**src/rtl/lsu_mem_port.sv**
```systemverilog
// rtl/lsu_mem_port.sv - RV32I load/store port in front of the SDRAM controller data interface
`timescale 1ns/1ps
module lsu_mem_port #(
  parameter int TIMEOUT_CYCLES = 64,
  parameter int ADDR_W         = 25
) (
  input  logic              clk,
  input  logic              rst_n,
  input  logic              req_valid,
  output logic              req_ready,
  input  logic              req_store,
  input  logic [2:0]        req_funct3,
  input  logic [31:0]       req_addr,
  input  logic [31:0]       req_wdata,
  input  logic [4:0]        req_rd,
  output logic              resp_valid,
  output logic [4:0]        resp_rd,
  output logic [31:0]       resp_data,
  output logic              resp_misaligned,
  output logic              resp_fault,
  output logic              data_enable,
  input  logic              data_valid,
  output logic [1:0]        data_oplen,
  output logic [ADDR_W-1:0] data_addr,
  output logic [31:0]       data_wdata,
  output logic              data_rw,
  input  logic [31:0]       data_rdata
);

  localparam int CNT_W = $clog2(TIMEOUT_CYCLES + 1);

  typedef enum logic [2:0] {IDLE, ISSUE, WAIT_BUSY, WAIT_DONE, RESP} state_t;

  state_t            state_q;
  logic              req_ready_q, resp_valid_q, resp_mis_q, resp_fault_q;
  logic              data_enable_q, data_rw_q, store_q;
  logic [4:0]        resp_rd_q, rd_q;
  logic [31:0]       resp_data_q, data_wdata_q;
  logic [1:0]        data_oplen_q, off_q;
  logic [2:0]        funct3_q;
  logic [ADDR_W-1:0] data_addr_q;
  logic [CNT_W-1:0]  cnt_q;

  logic              f3_bad, misal, range_bad, timeout;
  logic [31:0]       wdata_d, rdata_d;
  logic [7:0]        ld_byte;
  logic [15:0]       ld_half;

  assign req_ready       = req_ready_q;
  assign resp_valid      = resp_valid_q;
  assign resp_rd         = resp_rd_q;
  assign resp_data       = resp_data_q;
  assign resp_misaligned = resp_mis_q;
  assign resp_fault      = resp_fault_q;
  assign data_enable     = data_enable_q;
  assign data_oplen      = data_oplen_q;
  assign data_addr       = data_addr_q;
  assign data_wdata      = data_wdata_q;
  assign data_rw         = data_rw_q;

  // Last counted cycle before the controller is given up on
  assign timeout = (cnt_q == CNT_W'(TIMEOUT_CYCLES - 1));

  // Request legality checks and store lane replication from the live request
  always_comb begin
    f3_bad    = req_store ? (req_funct3 >= 3'd3)
                          : (req_funct3 == 3'd3 || req_funct3[2:1] == 2'b11);
    misal     = (req_funct3[1:0] == 2'd1 && req_addr[0]) ||
                (req_funct3[1:0] == 2'd2 && req_addr[1:0] != 2'd0);
    range_bad = |req_addr[31:ADDR_W];
    case (req_funct3[1:0])
      2'd0:    wdata_d = {4{req_wdata[7:0]}};
      2'd1:    wdata_d = {2{req_wdata[15:0]}};
      default: wdata_d = req_wdata;
    endcase
  end

  // Load lane extraction and sign/zero extension from the controller word
  always_comb begin
    ld_byte = data_rdata[{off_q, 3'b000} +: 8];
    ld_half = data_rdata[{off_q[1], 4'b0000} +: 16];
    case (funct3_q)
      3'd0:    rdata_d = {{24{ld_byte[7]}}, ld_byte};
      3'd1:    rdata_d = {{16{ld_half[15]}}, ld_half};
      3'd4:    rdata_d = {24'd0, ld_byte};
      3'd5:    rdata_d = {16'd0, ld_half};
      default: rdata_d = data_rdata;
    endcase
  end

  // Request FSM: accept, issue one controller strobe, wait out busy period, respond
  always_ff @(posedge clk or negedge rst_n) begin
    if (!rst_n) begin
      state_q       <= IDLE;
      req_ready_q   <= 1'b1;
      resp_valid_q  <= 1'b0;
      resp_rd_q     <= '0;
      resp_data_q   <= '0;
      resp_mis_q    <= 1'b0;
      resp_fault_q  <= 1'b0;
      data_enable_q <= 1'b0;
      data_rw_q     <= 1'b0;
      data_oplen_q  <= '0;
      data_addr_q   <= '0;
      data_wdata_q  <= '0;
      cnt_q         <= '0;
      store_q       <= 1'b0;
      funct3_q      <= '0;
      off_q         <= '0;
      rd_q          <= '0;
    end else begin
      data_enable_q <= 1'b0;
      case (state_q)
        IDLE: begin
          if (req_valid) begin
            req_ready_q <= 1'b0;
            store_q     <= req_store;
            funct3_q    <= req_funct3;
            off_q       <= req_addr[1:0];
            rd_q        <= req_rd;
            cnt_q       <= '0;
            if (f3_bad || misal || range_bad) begin
              state_q      <= RESP;
              resp_valid_q <= 1'b1;
              resp_rd_q    <= req_store ? 5'd0 : req_rd;
              resp_data_q  <= '0;
              resp_mis_q   <= !f3_bad && misal;
              resp_fault_q <= f3_bad || (!misal && range_bad);
            end else begin
              state_q      <= ISSUE;
              data_addr_q  <= req_addr[ADDR_W-1:0];
              data_oplen_q <= req_funct3[1:0];
              data_rw_q    <= req_store;
              data_wdata_q <= wdata_d;
            end
          end
        end
        ISSUE, WAIT_BUSY, WAIT_DONE: begin
          cnt_q <= cnt_q + 1'b1;
          if (timeout) begin
            state_q      <= RESP;
            resp_valid_q <= 1'b1;
            resp_rd_q    <= store_q ? 5'd0 : rd_q;
            resp_data_q  <= '0;
            resp_fault_q <= 1'b1;
          end else if (state_q == ISSUE) begin
            if (data_valid) begin
              data_enable_q <= 1'b1;
              state_q       <= WAIT_BUSY;
            end
          end else if (state_q == WAIT_BUSY) begin
            if (!data_valid) state_q <= WAIT_DONE;
          end else if (data_valid) begin
            state_q      <= RESP;
            resp_valid_q <= 1'b1;
            resp_rd_q    <= store_q ? 5'd0 : rd_q;
            resp_data_q  <= store_q ? 32'd0 : rdata_d;
          end
        end
        RESP: begin
          state_q      <= IDLE;
          req_ready_q  <= 1'b1;
          resp_valid_q <= 1'b0;
          resp_rd_q    <= '0;
          resp_data_q  <= '0;
          resp_mis_q   <= 1'b0;
          resp_fault_q <= 1'b0;
        end
        default: state_q <= IDLE;
      endcase
    end
  end

endmodule

```
**config.mk**
```make
export PLATFORM = sky130hd
export DESIGN_NAME = lsu_mem_port
export DESIGN_NICKNAME = d
export VERILOG_FILES = /design/src/rtl/lsu_mem_port.sv
export SDC_FILE = /design/constraint.sdc
export NUM_CORES = 1
export LEC_CHECK = 0
export ABC_AREA = 0
export BUFFER_PORTS_ARGS = -buffer_cell sky130_fd_sc_hd__buf_2
export CORE_UTILIZATION = 50
export CTS_CLUSTER_DIAMETER = 150
export DETAILED_ROUTE_END_ITERATION = 12
export GPL_TIMING_DRIVEN = 0
export PLACE_DENSITY = 0.8
export SLEW_MARGIN = 25
export SYNTH_ARGS = -nofsm -noshare
export SYNTH_HDL_FRONTEND = slang
export SYNTH_SLANG_ARGS = --single-unit
```
**constraint.sdc**
```tcl
create_clock -name clk -period 2.5 [get_ports clk]
set_input_delay 0.125 -clock clk [delete_from_list [all_inputs] [get_ports clk]]
set_output_delay 0.125 -clock clk [all_outputs]
set_load 0.05 [all_outputs]
```
==> results of run 1 <==
-- cells by family (layout without fill, tap and decap cells) --
group / count (synthesis) / count (layout) / synth area share (%)
AND/OR/NAND/NOR: 129 / 129 / 9.86
AO/OA/AOI/OAI: 109 / 109 / 11.0
multiplexers: 115 / 115 / 21.5
flip-flops: 123 / 123 / 52.1
XOR/XNOR: 6 / 6 / 0.889
adder cells (fa/ha/maj): 1 / 1 / 0.212
buffers and inverters: 63 / 343 / 4.42
-- Yosys cell counts (3+ instances only) --
master | number | area share (%)
o21ai_0 | 51 | 4.3
xor2_1 | 5 | 0.74
nand2b_1 | 3 | 0.32
inv_1 | 27 | 1.7
clkbuf_1 | 24 | 1.5
buf_2 | 7 | 0.59
nand3_1 | 7 | 0.59
nor3_1 | 14 | 1.2
mux2_4 | 9 | 2.3
a21oi_1 | 18 | 1.5
nor4_1 | 4 | 0.42
nand2_1 | 52 | 3.3
o22ai_1 | 8 | 0.85
mux2i_1 | 54 | 9.1
or3_1 | 8 | 0.85
a31oi_1 | 5 | 0.53
dfrtp_1 | 122 | 52
nor2_1 | 29 | 1.8
and3_1 | 5 | 0.53
o211ai_1 | 9 | 1.1
mux2_2 | 51 | 9.7
-- cell usage in the layout, fill, tap and decap left out, drive strengths merged, types with 8 or more instances in the layout --
master,count
mux2,60
o211ai,9
dlygate4sd3,38
nor3,14
buf,220
a21oi,18
nand2,52
inv,27
clkbuf,51
mux2i,54
nor2,29
dfrtp,122
or3,8
o21ai,51
o22ai,8
-- timing repair --
action | in CTS | in global routing
setup endpoints to repair | 10 | 30
hold endpoints to repair | 160 | 0
hold buffers | 38 | 0
resized for setup | 1 | 4
gates cloned | 0 | 0
-- worst max-delay path, cell delays in order (launching register included) --
cell,delay [ns]
dfrtp_1,0.41
ha_1,0.22
nand3_1,0.15
o41ai_1,0.36
nand2_1,0.13
nand2_2,0.26
buf_2,0.32
mux2_2,0.37
-- through the flow --
step / setup TNS, ns / worst slack [ns]
2_1_floorplan: 0 / 0.438
3_3_place_gp: -19.84 / -0.170
3_5_place_dp: -0.838 / -0.114
4_1_cts: 0 / 0.0180
5_1_grt: 0 / 0.0441
6_report: 0 / 0.144
-- worst min path at each step --
stage                      to  slack, ns  cells past startpoint
2_1_floorplan        cnt_q[0]      -0.17                      0
3_3_place_gp    data_addr[24]       0.36                      2
3_5_place_dp    resp_data[29]       0.02                      1
4_1_cts        data_wdata[25]      0.002                      3
5_1_grt         data_wdata[0]       0.01                      2
6_report             off_q[1]      0.007                      3
-- flip-flops by register name, indices dropped and copies added, names as in the netlist, 2 cells and up --
signal and count:
off_q 2, state_q 3, funct3_q 3, resp_rd 5, data_addr 25, rd_q 5, cnt_q 7, resp_data 32
data_oplen 2, data_wdata 32
-- final cells by class --
class	instances	area, µm²	area share, %
Inverter	28	105	1.29
Buffer	35	158	1.93
Tap cell	143	179	2.19
Clock buffer	26	519	6.36
Timing Repair Buffer	248	1460	17.9
Multi-Input combinational cell	360	2580	31.6
Clock inverter	6	82.6	1.01
Sequential cell	123	3080	37.7
-- layer usage --
metal	up-vias	GRT usage, %
met5	-	0
met4	0	14.7
met3	51	8.91
met2	297	52.4
met1	2627	34.8
li1	2466	-
-- power breakdown --
group	switching, mW	internal (mW)	total [mW]
Clock	0.875	1.62	2.50
Sequential	0.132	2.20	2.33
Combinational	1.20	0.627	1.83
==> impl_metrics.toml, run 1 <==
[placement]
placed_cell_area_um2 = 7170
io_buffers = 209
place_congestion = 0.898
dpl.cell_count = 899
detailed_place_hpwl_um = 12200

[setup_path]
crit_type = "reg -> reg"
reg2regPathDepth = 7
cp.required_ns = 2.80
reg2reg_slack_ns = 0.14
startpoint_type = "register"
critPathMaxFanout = 10
r2r_end = "resp_rd[0]"
endpoint = "resp_rd[0]"
arrival_ns = 2.66
r2r-start = "cnt_q[0]"
end_kind = "register"
cp-startpoint = "cnt_q[0]"

[detailed_routing]
drt.antenna.violating_nets = 0
vias_per_cell = 5.62
drt_iter0_drc = 319
wl_met3_um = 1370
highest_layer = "met4"
drt-met1-wl_um = 6930
wl_per_cell_um = 18.4
drtPass1Iterations = 5
vias = 5441
drc = 0
routed_wl_um = 17800
wl_met2_um = 8960

[timing]
fin_crit_sh_pct = 94.2
tightest_slew_ns = 0.983
finalSetupViolCount = 0
worst_hold_slack_ns = 0.00747
fin_skew_ns = 0.0120
finalCriticalPeriod_ns = 2.36
slew_violations = 0
hold_violations = 0
slew-limit-headroom_pct = 34.2
rsz0062_at_grt = "false"
clock.fmax_ghz = 0.424

[die]
fp.dieH_um = 111
die_area_um2 = 12300
rows = 39
ios = 211
initial_core_util_pct = 51.5
die_x_um = 111
core_area_um2 = 11500

[synthesis]
async_flop_share_pct = 100
syn_area_um2 = 5910
syn_nets = 656
yosys_warnings = 0
synth_ff_type = "dfrtp_1"
synth_seq_cells = 123
synth-edff-count = 0
ys_types = 45
avgSynthCellArea_um2 = 10.8
netlist_instances = 546
yosysSeqAreaShare_pct = 52.1

[global_route]
grt_overflow = 0
grt_max_degree = 88
grt_antenna_before_repair = 0
grt_pass1_vias = 5698
grt_pass1_wl_um = 29000
grt_usage_pct = 30.5

[clock_network]
h-tree-depth = 4
clkLatencyLatePin_ns = 0.42
clock_sinks = 123
clk_pin_slew_ns = 0.06
root_buffer = "clkbuf_16"
cts_tree = "yes"
cts_setup_buffers = 0
cts_buffer_depth = 2
cts_made_buffers = 17

[outcome]
status = "completed"

[final_layout]
nFillCells = 798
fin_nets = 923
antenna_cells = 0
synthToLayoutAreaGrowth_pct = 38.1
final_layout_size_suffix_gt1_share_pct = 38.3
final_cells = 969
final_util_pct = 71.2
postLayoutCellArea_um2 = 8170

[pwr]
leakage_nw = 4.29
ir_drop_mv = 0.526
powerDensity_nw_per_um2 = 815
finalPower_mw = 6.66

[hold_path]
min_from = "req_addr[1]"
hold_path_class = "in -> reg"

[run]
max-cap-violations = 0
(Power assumes the default switching activity.)
==> run 2: changes to the inputs <==
CORE_UTILIZATION = 35   (was 50)
PLACE_DENSITY = default   (was 0.8)
==> impl_metrics.toml, run 2 (same netlist as run 1, synthesis figures left out) <==
[pwr]
internal_power_mw = 4.37
leakage_nw = 4.32
ir_drop_mv = 0.461
p_switching_mw = 2.21
seq_power_share_pct = 35.2
power_frac_clock_pct = 36.6
swShare_pct = 33.5
powerDensity_nw_per_um2 = 788
share_comb_of_total_power_pct = 28.2
finalPower_mw = 6.58

[timing]
fin_crit_sh_pct = 91.2
finalSetupViolCount = 0
slew-limit-headroom_pct = 39.1
rsz0062_at_grt = "false"
tns_ns = 0
finalCriticalPeriod_ns = 2.28
worst_hold_slack_ns = 0.00903
tightest_slew_ns = 0.911
fin_skew_ns = 0.0113
slew_violations = 0
clock.fmax_ghz = 0.439
hold_violations = 0

[final_layout]
antenna_cells = 0
mostFrequentLayoutCell = "buf_2"
final_cell_mix = "214 x buf_2, 122 x dfrtp_1, 54 x mux2i_1"
fin_nets = 932
final_layout_size_suffix_gt1_share_pct = 38.0
synthToLayoutAreaGrowth_pct = 41.3

[setup_path]
startpoint_type = "register"
end_kind = "register"
crit_chain = "clkbuf_1 > nor2_1 > nand2_1 > or3_1 > buf_2 > buf_6 > clkbuf_1 > nand2_1 > o21ai_0"
cp.required_ns = 2.78
critPathMaxFanout = 10
r2r-start = "state_q[1]"
cp-startpoint = "state_q[1]"
reg2regPathDepth = 9
r2r_end = "data_wdata[23]"
crit_type = "reg -> reg"
cp_slowest_cell = "dfrtp_1"
worst_path_largest_cell_delay_ns = 0.36
reg2reg_slack_ns = 0.22
arrival_ns = 2.56

[clock_network]
root_buffer = "clkbuf_16"
clock_sinks = 123
clk_pin_slew_ns = 0.06
cts_tree = "yes"
cts_buffer_depth = 2
clkLatencyLatePin_ns = 0.42
h-tree-depth = 4
cts_setup_buffers = 0
cts_made_buffers = 17

[hold_path]
whs_path_depth = 3
min_from = "req_wdata[25]"
hold_end = "data_wdata[25]"
hold_path_class = "in -> reg"

[die]
ios = 211
die_x_um = 132
rows = 47
die_area_um2 = 17400
initial_core_util_pct = 35.8
core_area_um2 = 16500
fp.dieH_um = 132

[detailed_routing]
wl_per_cell_um = 16.3
drt_iter0_drc = 263
vias = 5231
drtPass1Iterations = 5
drc = 0
routed_wl_um = 17100
vias_per_cell = 4.96
drt.antenna.violating_nets = 0

[global_route]
grt_max_degree = 64
grt_overflow = 0
grt_antenna_before_repair = 0
grt_usage_pct = 20.6
grt_pass1_vias = 5288
grt_pass1_wl_um = 27900

[run]
max-cap-violations = 0

[placement]
io_buffers = 209
detailed_place_hpwl_um = 12200
place_congestion = 0.847

[outcome]
status = "completed"
## run 2: per-stage QoR
stage                     instances  util [%]  cell area (µm²)  setup WS, ns
after floorplan                 546         -             5910         0.438
after global placement          975      43.8             7230        -0.425
after detailed placement        976      44.0             7270       -0.0991
after CTS                      1054      50.3             8320         0.115
after global routing           1054      50.5             8350       0.00952
final                          1054      50.5             8350         0.221
## run 2: repair_timing
action | 4_1_cts | 5_1_grt
setup endpoints to repair | 15 | 30
endpoints found under the hold margin | 105 | 0
pin swaps | 0 | 0
gates resized for setup | 3 | 7
hold buffers | 47 | 0
## run 2: how the worst max path moves through the flow
stage          cells after the start        endpoint  slack, ns
2_1_floorplan                      7   resp_data[15]       0.44
3_3_place_gp                       1   data_addr[19]      -0.43
3_5_place_dp                       7   resp_data[27]       -0.1
4_1_cts                            7    resp_data[8]       0.12
5_1_grt                            9  data_wdata[29]       0.01
6_report                           9  data_wdata[23]       0.22
## run 2: power groups by stage
stage          clock (mW)  sequential, mW  combinational, mW
2_1_floorplan           0            2.76              0.832
3_5_place_dp            0            2.35               1.77
3_3_place_gp            0            2.35               1.75
6_report             2.41            2.32               1.85
5_1_grt              2.56            2.34               2.00
4_1_cts              2.48            2.32               1.84
## run 2: critical path: cells and delay by family, from the launching register on
kind	cells	cell delay [ns]
flip-flops	1	0.36
AND/OR/NAND/NOR	4	0.92
buffers and inverters	4	0.76
AO/OA/AOI/OAI	1	0.10
## run 2: per-layer routing
layer / vias to the layer above / part of all wire, % / global-route usage, %
met2: 223 / 45 / 32.0
met4: 0 / 2.3 / 8.14
met3: 34 / 7.9 / 6.77
met5: - / 0 / 0
li1: 2488 / - / -
met1: 2486 / 44 / 26.5
## run 2: final cells by class
| class | instances | area [µm²] |
|---|---|---|
| Sequential cell | 123 | 3080 |
| Tap cell | 220 | 275 |
| Inverter | 28 | 105 |
| Buffer | 35 | 159 |
| Timing Repair Buffer | 257 | 1550 |
| Fill cell | 1550 | 8170 |
| Clock buffer | 23 | 478 |
| Multi-Input combinational cell | 360 | 2610 |
| Clock inverter | 8 | 92.6 |
==> run 3: changes to the inputs <==
ABC_AREA = default   (was 0)
RECOVER_POWER = 25   (was default)
==> impl_metrics.toml, run 3 (same netlist as run 1, synthesis figures left out) <==
[final_layout]
antenna_cells = 0
final_cell_mix = "214 x buf_2, 122 x dfrtp_1, 54 x mux2i_1"
seq_area_um2 = 3080
mostFrequentLayoutCell = "buf_2"
fin_nets = 932
nFillCells = 1554
synthToLayoutAreaGrowth_pct = 40.9
final_layout_size_suffix_gt1_share_pct = 38.0
multi_input_area_um2 = 2610

[detailed_routing]
wl_per_cell_um = 16.3
drc = 0
drtPass1Iterations = 4
vias = 5244
drt.antenna.violating_nets = 0
vias_per_cell = 4.98
drt_iter0_drc = 240
routed_wl_um = 17200

[outcome]
violations = "max-capacitance violations, max-slew violations"
status = "complete, but fails checks"

[die]
die_x_um = 132
core_area_um2 = 16500
ios = 211
rows = 47
die_area_um2 = 17400
fp.dieH_um = 132
initial_core_util_pct = 35.8

[setup_path]
critPathMaxFanout = 10
arrival_ns = 2.56
startpoint_type = "register"
crit_type = "reg -> reg"
cp.required_ns = 2.78
end_kind = "register"
reg2reg_slack_ns = 0.22

[global_route]
grt_pass1_vias = 5288
grt_usage_pct = 20.6
grt_overflow = 0
grt_max_degree = 64
grt_pass1_wl_um = 27900
grt_antenna_before_repair = 0

[timing]
worst_hold_slack_ns = 0.00941
slew-limit-headroom_pct = -3.83
hold_violations = 0
fin_crit_sh_pct = 91.2
slew_violations = 62
finalSetupViolCount = 0
rsz0062_at_grt = "false"
setup_slack_ns = 0.220
clock.fmax_ghz = 0.439
finalCriticalPeriod_ns = 2.28
tightest_slew_ns = 1.56
fin_skew_ns = 0.0117

[placement]
place_congestion = 0.847
io_buffers = 209
detailed_place_hpwl_um = 12200
dp_slack_ns = -0.0991

[clock_network]
cts_buffer_depth = 2
cts_tree = "yes"
clkLatencyLatePin_ns = 0.42
clk_pin_slew_ns = 0.06
h-tree-depth = 4
cts_setup_buffers = 0
clock_sinks = 123
root_buffer = "clkbuf_16"
cts_made_buffers = 17

[pwr]
leakage_nw = 4.31
ir_drop_mv = 0.461
powerDensity_nw_per_um2 = 790

[hold_path]
hold_path_class = "in -> reg"

[run]
max-cap-violations = 1
[run 3: cell types whose count changed in the layout (fill, tap and decap cells not counted), sizes merged]
cell / before / now
clkbuf: 48 / 49
buf: 220 / 219
[run 3: metrics by stage]
stage / utilization, % / cell area [µm²] / instances / total power, mW / setup TNS [ns]
after detailed placement: 44.0 / 7270 / 976 / 4.12 / -0.845
after floorplan: - / 5910 / 546 / 3.59 / 0
final: 50.4 / 8330 / 1054 / 6.57 / 0
after CTS: 50.3 / 8320 / 1054 / 6.63 / 0
after global routing: 50.4 / 8330 / 1054 / 6.89 / 0
after global placement: 43.8 / 7230 / 975 / 4.10 / -51.35
[run 3: what timing repair did]
action,CTS,global route
endpoints found under the setup margin,15,30
pin swaps,0,0
hold endpoints to repair,105,0
hold buffers,47,0
cloned,0,0
gates resized for setup,3,7
[run 3: layout make-up]
| class | instances | share of cell area, % |
|---|---|---|
| sequential | 123 | 37.0 |
| timing repair buffer | 257 | 18.3 |
| clock inverter | 8 | 1.11 |
| multi-input combinational | 360 | 31.3 |
| tap | 220 | 3.31 |
| inverter | 28 | 1.26 |
| buffer | 35 | 1.91 |
| clock buffer | 23 | 5.74 |
[run 3: metal layers]
metal | routed length [µm] | GRT usage [%] | part of all wire [%]
met2 | 7820 | 32.0 | 46
met4 | 367 | 8.14 | 2.1
met5 | 0 | 0 | 0
met3 | 1390 | 6.77 | 8.1
met1 | 7570 | 26.5 | 44
[run 3: path summary, 6_finish.rpt]
path | cells after the start | start | endpoint
max | 9 | state_q[1] | data_wdata[23]
min | 3 | req_wdata[25] | data_wdata[25]
max reg2reg | 9 | state_q[1] | data_wdata[23]
min reg2reg | 2 | data_wdata[8] | data_wdata[8]
max in group asynchronous | 3 | rst_n | data_addr[14]
min in group asynchronous | 2 | rst_n | resp_data[27]
[run 3: critical path, stage by stage, from the launching register on]
cell and delay [ns]:
dfrtp_1 0.36, clkbuf_1 0.16, nor2_1 0.26, nand2_1 0.17, or3_1 0.35, buf_2 0.16
buf_6 0.15, clkbuf_1 0.29, nand2_1 0.14, o21ai_0 0.10
[run 3: where the power goes]
| group | total [mW] | leakage, nW | internal, mW | switching [mW] |
|---|---|---|---|---|
| logic | 1.85 | 2.35 | 0.639 | 1.21 |
| clock network | 2.41 | 0.283 | 1.53 | 0.883 |
| registers | 2.32 | 1.68 | 2.20 | 0.118 |
